--- config.mk ---
export PLATFORM = sky130hd
export DESIGN_NAME = alu_cu_seq
export DESIGN_NICKNAME = d
export VERILOG_FILES = /design/src/rtl/alu_cu_pkg.sv /design/src/rtl/alu_cu_dec.sv /design/src/rtl/alu_cu_seq.sv
export SDC_FILE = /design/constraint.sdc
export NUM_CORES = 1
export LEC_CHECK = 0
export ABC_AREA = 1
export CAP_MARGIN = 40
export CORE_MARGIN = 4
export CORE_UTILIZATION = 37
export CTS_BUF_LIST = sky130_fd_sc_hd__clkbuf_4 sky130_fd_sc_hd__clkbuf_8
export DETAILED_ROUTE_END_ITERATION = 12
export DONT_BUFFER_PORTS = 1
export HOLD_SLACK_MARGIN = 0.12
export PLACE_DENSITY = 0.49
export SLEW_MARGIN = 15
export SYNTH_ARGS = -nofsm -noshare
export SYNTH_HDL_FRONTEND = slang
export SYNTH_SLANG_ARGS = --single-unit
--- constraint.sdc ---
create_clock -name clk -period 3.9 [get_ports clk]
set_input_delay 0.585 -clock clk [delete_from_list [all_inputs] [get_ports clk]]
set_output_delay 0.585 -clock clk [all_outputs]
set_load 0.01 [all_outputs]
--- src/rtl/alu_cu_pkg.sv ---
// Shared encodings for the registered RV32I/M ALU control decoder:
// opcode/funct constants, ALU select codes, FSM states and the decode bundle.
package alu_cu_pkg;

  localparam logic [6:0] OP_LUI    = 7'b0110111;
  localparam logic [6:0] OP_AUIPC  = 7'b0010111;
  localparam logic [6:0] OP_JAL    = 7'b1101111;
  localparam logic [6:0] OP_JALR   = 7'b1100111;
  localparam logic [6:0] OP_BRANCH = 7'b1100011;
  localparam logic [6:0] OP_LOAD   = 7'b0000011;
  localparam logic [6:0] OP_STORE  = 7'b0100011;
  localparam logic [6:0] OP_IMM    = 7'b0010011;
  localparam logic [6:0] OP_REG    = 7'b0110011;

  localparam logic [2:0] F3_ADD  = 3'b000;
  localparam logic [2:0] F3_SLL  = 3'b001;
  localparam logic [2:0] F3_SLT  = 3'b010;
  localparam logic [2:0] F3_SLTU = 3'b011;
  localparam logic [2:0] F3_XOR  = 3'b100;
  localparam logic [2:0] F3_SR   = 3'b101;
  localparam logic [2:0] F3_OR   = 3'b110;
  localparam logic [2:0] F3_AND  = 3'b111;

  localparam logic [6:0] F7_BASE   = 7'b0000000;
  localparam logic [6:0] F7_ALT    = 7'b0100000;
  localparam logic [6:0] F7_MULDIV = 7'b0000001;

  localparam logic [4:0] ALU_AND    = 5'd0;
  localparam logic [4:0] ALU_OR     = 5'd1;
  localparam logic [4:0] ALU_XOR    = 5'd2;
  localparam logic [4:0] ALU_ADD    = 5'd3;
  localparam logic [4:0] ALU_SUB    = 5'd4;
  localparam logic [4:0] ALU_SLT    = 5'd5;
  localparam logic [4:0] ALU_SLTU   = 5'd6;
  localparam logic [4:0] ALU_SLL    = 5'd7;
  localparam logic [4:0] ALU_SRL    = 5'd8;
  localparam logic [4:0] ALU_SRA    = 5'd9;
  localparam logic [4:0] ALU_ADDR   = 5'd10;
  localparam logic [4:0] ALU_MUL    = 5'd11;
  localparam logic [4:0] ALU_MULH   = 5'd12;
  localparam logic [4:0] ALU_MULHSU = 5'd13;
  localparam logic [4:0] ALU_MULHU  = 5'd14;
  localparam logic [4:0] ALU_DIV    = 5'd15;
  localparam logic [4:0] ALU_DIVU   = 5'd16;
  localparam logic [4:0] ALU_REM    = 5'd17;
  localparam logic [4:0] ALU_REMU   = 5'd18;

  typedef enum logic [1:0] {
    ST_IDLE,
    ST_WAIT,
    ST_VALID
  } state_e;

  typedef struct packed {
    logic [4:0] alusel;
    logic       cin;
    logic       branch;
    logic       m_op;
    logic       illegal;
    logic       is_div;
    logic       is_mul;
  } dec_t;

  // Base-ISA operation selected by funct3 alone (funct7 = 0000000 flavour).
  function automatic logic [4:0] base_alusel(input logic [2:0] f3);
    case (f3)
      F3_ADD:  return ALU_ADD;
      F3_SLL:  return ALU_SLL;
      F3_SLT:  return ALU_SLT;
      F3_SLTU: return ALU_SLTU;
      F3_XOR:  return ALU_XOR;
      F3_SR:   return ALU_SRL;
      F3_OR:   return ALU_OR;
      default: return ALU_AND;
    endcase
  endfunction

endpackage

--- src/rtl/alu_cu_dec.sv ---
// Combinational RV32I/M instruction decoder producing ALU select, carry-in,
// branch, M-extension and illegal-encoding flags.
module alu_cu_dec
  import alu_cu_pkg::*;
#(
  parameter bit ENABLE_M = 1'b1
) (
  input  logic [31:0] instruction,
  output dec_t        dec
);

  logic [6:0] opcode;
  logic [2:0] funct3;
  logic [6:0] funct7;
  logic       unused_fields;

  assign opcode        = instruction[6:0];
  assign funct3        = instruction[14:12];
  assign funct7        = instruction[31:25];
  assign unused_fields = ^{instruction[24:15], instruction[11:7]};

  always_comb begin
    dec = '0;
    case (opcode)
      OP_REG: begin
        if (funct7 == F7_BASE) begin
          dec.alusel = base_alusel(funct3);
        end else if (funct7 == F7_ALT && funct3 == F3_ADD) begin
          dec.alusel = ALU_SUB;
        end else if (funct7 == F7_ALT && funct3 == F3_SR) begin
          dec.alusel = ALU_SRA;
        end else if (funct7 == F7_MULDIV && ENABLE_M) begin
          // funct3[2] splits the M group into multiply (0) and divide (1)
          dec.alusel = ALU_MUL + {2'b00, funct3};
          dec.m_op   = 1'b1;
          dec.is_div = funct3[2];
          dec.is_mul = !funct3[2];
        end else begin
          dec.illegal = 1'b1;
        end
      end
      OP_IMM: begin
        if ((funct3 == F3_SLL && funct7 != F7_BASE) ||
            (funct3 == F3_SR && funct7 != F7_BASE && funct7 != F7_ALT)) begin
          dec.illegal = 1'b1;
        end else if (funct3 == F3_SR && funct7 == F7_ALT) begin
          dec.alusel = ALU_SRA;
        end else begin
          dec.alusel = base_alusel(funct3);
        end
      end
      OP_LOAD, OP_STORE: dec.alusel = ALU_ADDR;
      OP_BRANCH: begin
        dec.alusel = ALU_SUB;
        dec.branch = 1'b1;
      end
      OP_LUI, OP_AUIPC, OP_JAL, OP_JALR: ;
      default: dec.illegal = 1'b1;
    endcase
    dec.cin = (dec.alusel == ALU_SUB) || (dec.alusel == ALU_SLT) ||
              (dec.alusel == ALU_SLTU);
  end

endmodule

--- src/rtl/alu_cu_seq.sv ---
// Handshaked, registered ALU control decoder with fixed multi-cycle occupancy
// for RV32M multiply/divide and a pipeline flush.
module alu_cu_seq
  import alu_cu_pkg::*;
#(
  parameter bit          ENABLE_M = 1'b1,
  parameter int unsigned MUL_LAT  = 2,
  parameter int unsigned DIV_LAT  = 8
) (
  input  logic        clk,
  input  logic        rst,
  input  logic        flush,
  input  logic        in_valid,
  output logic        in_ready,
  input  logic [31:0] instruction,
  output logic        out_valid,
  input  logic        out_ready,
  output logic [4:0]  alusel,
  output logic        cin,
  output logic        branch,
  output logic        m_op,
  output logic        illegal,
  output logic        busy
);

  localparam logic [5:0] MUL_CNT = 6'(MUL_LAT - 1);
  localparam logic [5:0] DIV_CNT = 6'(DIV_LAT - 1);

  state_e     state_q, state_d;
  logic [5:0] cnt_q, cnt_d;
  logic       out_valid_q, out_valid_d;
  logic       busy_q, busy_d;
  logic [4:0] alusel_q, alusel_d;
  logic       cin_q, cin_d;
  logic       branch_q, branch_d;
  logic       m_op_q, m_op_d;
  logic       illegal_q, illegal_d;
  logic       accept;
  dec_t       dec;

  alu_cu_dec #(.ENABLE_M(ENABLE_M)) u_dec (
    .instruction (instruction),
    .dec         (dec)
  );

  assign in_ready = !rst && !flush &&
                    (state_q == ST_IDLE || (state_q == ST_VALID && out_ready));
  assign accept   = in_valid && in_ready;

  always_comb begin
    state_d     = state_q;
    cnt_d       = cnt_q;
    out_valid_d = out_valid_q;
    busy_d      = busy_q;
    alusel_d    = alusel_q;
    cin_d       = cin_q;
    branch_d    = branch_q;
    m_op_d      = m_op_q;
    illegal_d   = illegal_q;
    if (flush) begin
      state_d     = ST_IDLE;
      out_valid_d = 1'b0;
      busy_d      = 1'b0;
      alusel_d    = '0;
      cin_d       = 1'b0;
      branch_d    = 1'b0;
      m_op_d      = 1'b0;
      illegal_d   = 1'b0;
    end else if (accept) begin
      // Accept covers both IDLE and the VALID handshake-with-next-instruction case
      alusel_d  = dec.alusel;
      cin_d     = dec.cin;
      branch_d  = dec.branch;
      m_op_d    = dec.m_op;
      illegal_d = dec.illegal;
      if (dec.is_mul && MUL_LAT > 1) begin
        state_d     = ST_WAIT;
        cnt_d       = MUL_CNT;
        busy_d      = 1'b1;
        out_valid_d = 1'b0;
      end else if (dec.is_div && DIV_LAT > 1) begin
        state_d     = ST_WAIT;
        cnt_d       = DIV_CNT;
        busy_d      = 1'b1;
        out_valid_d = 1'b0;
      end else begin
        state_d     = ST_VALID;
        cnt_d       = '0;
        busy_d      = 1'b0;
        out_valid_d = 1'b1;
      end
    end else begin
      case (state_q)
        ST_WAIT: begin
          if (cnt_q <= 6'd1) begin
            state_d     = ST_VALID;
            cnt_d       = '0;
            busy_d      = 1'b0;
            out_valid_d = 1'b1;
          end else begin
            cnt_d = cnt_q - 6'd1;
          end
        end
        ST_VALID: begin
          if (out_ready) begin
            state_d     = ST_IDLE;
            out_valid_d = 1'b0;
          end
        end
        default: ;
      endcase
    end
  end

  always_ff @(posedge clk) begin
    if (rst) begin
      state_q     <= ST_IDLE;
      cnt_q       <= '0;
      out_valid_q <= 1'b0;
      busy_q      <= 1'b0;
      alusel_q    <= '0;
      cin_q       <= 1'b0;
      branch_q    <= 1'b0;
      m_op_q      <= 1'b0;
      illegal_q   <= 1'b0;
    end else begin
      state_q     <= state_d;
      cnt_q       <= cnt_d;
      out_valid_q <= out_valid_d;
      busy_q      <= busy_d;
      alusel_q    <= alusel_d;
      cin_q       <= cin_d;
      branch_q    <= branch_d;
      m_op_q      <= m_op_d;
      illegal_q   <= illegal_d;
    end
  end

  assign out_valid = out_valid_q;
  assign busy      = busy_q;
  assign alusel    = alusel_q;
  assign cin       = cin_q;
  assign branch    = branch_q;
  assign m_op      = m_op_q;
  assign illegal   = illegal_q;

endmodule

==> summary.txt <==
Clock tree
  – CTS root buf: clkbuf_8
  – CTS Sinks: 18
  – CTS Buf Count: 3
  – CTS tree: yes
  – Clk_lat worst skew: 250 ps
  – CTS H-Tree Depth: 1
  – Max clock buf depth: 2
  – Clock transition at the registers of the reported paths: 70 ps
  – CTS Hold Bufs: 0
  – Setup Buffers After CTS: 0
  – Post-CTS Resized: 0

Place
  – Port buffer count: 0
  – GPL Wtd Cong: 0.894
  – Placed Cells: 268
  – Detail Placement HPWL: 2.59 mm

Critical path
  – Crit path max fanout: 9
  – Largest delay share family, worst path: simple AND/OR/NAND/NOR gates
  – CP arrival: 1790 ps
  – Reg2reg start: cnt_q[0]$_SDFFE_PP0P_
  – Critical R2R Capture: state_q[0]$_SDFFE_PP0P_
  – Worst setup path class: input pin to flip-flop
  – CP endpoint kind: flip-flop
  – R2R depth: 8
  – Crit-path slowest cell: o21ai_0
  – Crit path cell chain: nor2_4, nand4_4, nand2_1, nand2_1, o21ai_0, nor3b_1
  – CP peak stage delay: 390 ps
  – Levels on crit path: 6
  – Buffers plus inverters on the worst setup path: 0
  – Startpoint Class: input pin
  – Critical path required time: 4020 ps
  – Most used cell, CP: nand2_1
  – R2R Setup Slk: 2250 ps

Routing
  – WL final: 3.10 mm
  – Antenna Nets Post-Route: 0
  – DRC: 0
  – Drt wl/cell: 11.4 µm
  – First drt pass iteration count: 4
  – DR iter-0 viols: 45
  – Via-to-Cell Ratio: 4.86
  – Via count: 1321

STA
  – Setup TNS: 0 ps
  – F_max: 0.598 GHz
  – Final setup fails: 0
  – Final max-slew violation count: 0
  – Slew Limit Headroom: 0.692
  – Hold Vio Cnt, Final: 0
  – Pin slew with the least headroom to its limit: 456 ps
  – RSZ-0062 raised after global routing: no
  – Fin Hold WS: 410 ps
  – Crit path time final: 1670 ps
  – Fin Clk Skew: 4.38 ps
  – Final period util: 0.429

Die
  – Initial Util: 0.396
  – Num ports: 49
  – Vert. Die Dim: 68.9 µm
  – Die Wd: 68.9 µm
  – Die area: 4750 µm²
  – Standard-cell rows: 21
  – Core area: 3470 µm²

Run
  – # Max-Cap Violations: 0

Global route
  – GRT Total Usage: 0.147
  – Initial antenna violation count: 0
  – Grt total ovfl: 0
  – Global-route wire length before repair: 5.33 mm
  – Largest net degree at the start of global routing: 16
  – Number of global-route vias before repair: 1229

Synthesis
  – Cell taking the most area after synthesis: dfxtp_1
  – Synth warnings: 0
  – Post-Syn Instances: 223
  – Sequential-to-total area share from yosys stat: 0.263
  – Synthesis-stage register bit count: 18
  – Area share of the largest cell type after synthesis: 0.263
  – Avg Synthesized Cell Area: 6.16 µm²
  – Synth area leaders: dfxtp_1 26%, nand2_1 14%, inv_1 9.8%
  – Post-synth cell types: 28
  – Mapped Nets: 268
  – Syn Std Cell Area: 1370 µm²

Final layout
  – Fill cell count: 399
  – Final net count: 272
  – Finished Layout Cells: 272
  – Share of layout cells above drive strength 1: 0.0575
  – Syn-to-layout area delta: 7.66%
  – ANT cells: 0

Hold path
  – Hold path startpoint: rst
  – Hold path cells: 1
  – Hold Path End: cnt_q[1]$_SDFFE_PP0P_
  – HP Class: input pin to flip-flop

Pwr
  – PwrDens: 286 nW/µm²
  – Total power: 422 µW
  – Worst VDD drop: 0.000121 V
  – Leakage power: 0.691 nW

Run status
  – Status: completed
worst max path at each step:
| stage | start | to |
|---|---|---|
| 6_report | flush | cnt_q[4]$_SDFFE_PP0P_ |
| 2_1_floorplan | instruction[12] | cin$_SDFFE_PP0P_ |
| 3_5_place_dp | flush | cin$_SDFFE_PP0P_ |
| 5_1_grt | cnt_q[0]$_SDFFE_PP0P_ | state_q[0]$_SDFFE_PP0P_ |
| 3_3_place_gp | flush | cnt_q[4]$_SDFFE_PP0P_ |
| 4_1_cts | flush | cin$_SDFFE_PP0P_ |
final cells by class:
cell class,instances,area [µm²],area share
Inverter,39,148,0.0999
Clock buffer,4,55.1,0.0373
Multi-Input combinational cell,165,857,0.580
Tap cell,46,57.6,0.0389
Sequential cell,18,360,0.244
synth_stat cells, drive strengths merged:
cell type and count:
a211oi 2, nor3b 1, o211ai 3, o21ai 19, buf 1, xnor2 1
a31oi 1, nand2 53, inv 38, nor2 37, clkinv 1, a41oi 1
xor2 2, dfxtp 18, a21oi 10, nor3 2, nand3 20, ha 8
nand4 4, o21a 1
worst reg2reg max path, cell delays in order (launching register included):
cell,delay [ps]
dfxtp_1,360
inv_1,90
ha_1,240
o211ai_1,220
nand2_1,140
a21oi_1,180
nor2_1,80
o21ai_0,160
a21oi_1,60
routing by layer:
metal,vias up,GRT usage,part of all wire
li1,719,-,-
met1,571,0.210,0.52
met2,29,0.220,0.41
met3,2,0.0292,0.068
met4,0,0.0438,0.0058
met5,-,0,0
registers in the layout (all words and copies together) (netlist names):
register / flops
cin: 1
alusel: 5
branch: 1
m_op: 1
busy: 1
cnt_q: 6
illegal: 1
state_q: 2
cells by family (layout without fill, tap and decap cells):
family / after synthesis / in the layout / share of synthesized area
simple gates: 117 / 117 / 0.372
buf+inv: 40 / 43 / 0.113
flops: 18 / 18 / 0.263
fa+ha+maj: 8 / 8 / 0.0729
compound gates: 37 / 37 / 0.160
xor+xnor: 3 / 3 / 0.0191
layout by cell type (no fill, tap or decap), drive strengths merged, types with 3 or more instances in the layout:
cell type,instances
o21ai,19
a21oi,10
nand3,20
ha,8
nand4,4
dfxtp,18
o211ai,3
nor2,37
nand2,53
inv,38
clkbuf,4
through the flow:
step	setup WS, ps	instance area [µm²]	util
floorplan	2230	1370	-
global placement	1970	1420	0.410
detailed placement	1970	1420	0.410
CTS	2220	1480	0.426
global route	2060	1480	0.426
finish	2230	1480	0.426
report_power, final:
part / total [mW] / internal, mW / switching (mW) / leakage (nW)
combinational: 0.0772 / 0.0267 / 0.0505 / 0.516
clock: 0.148 / 0.0895 / 0.0585 / 0.0288
sequential: 0.197 / 0.191 / 0.00646 / 0.146
total: 0.422 / 0.307 / 0.115 / 0.691
No activity file was read; power rests on OpenSTA's default activity.
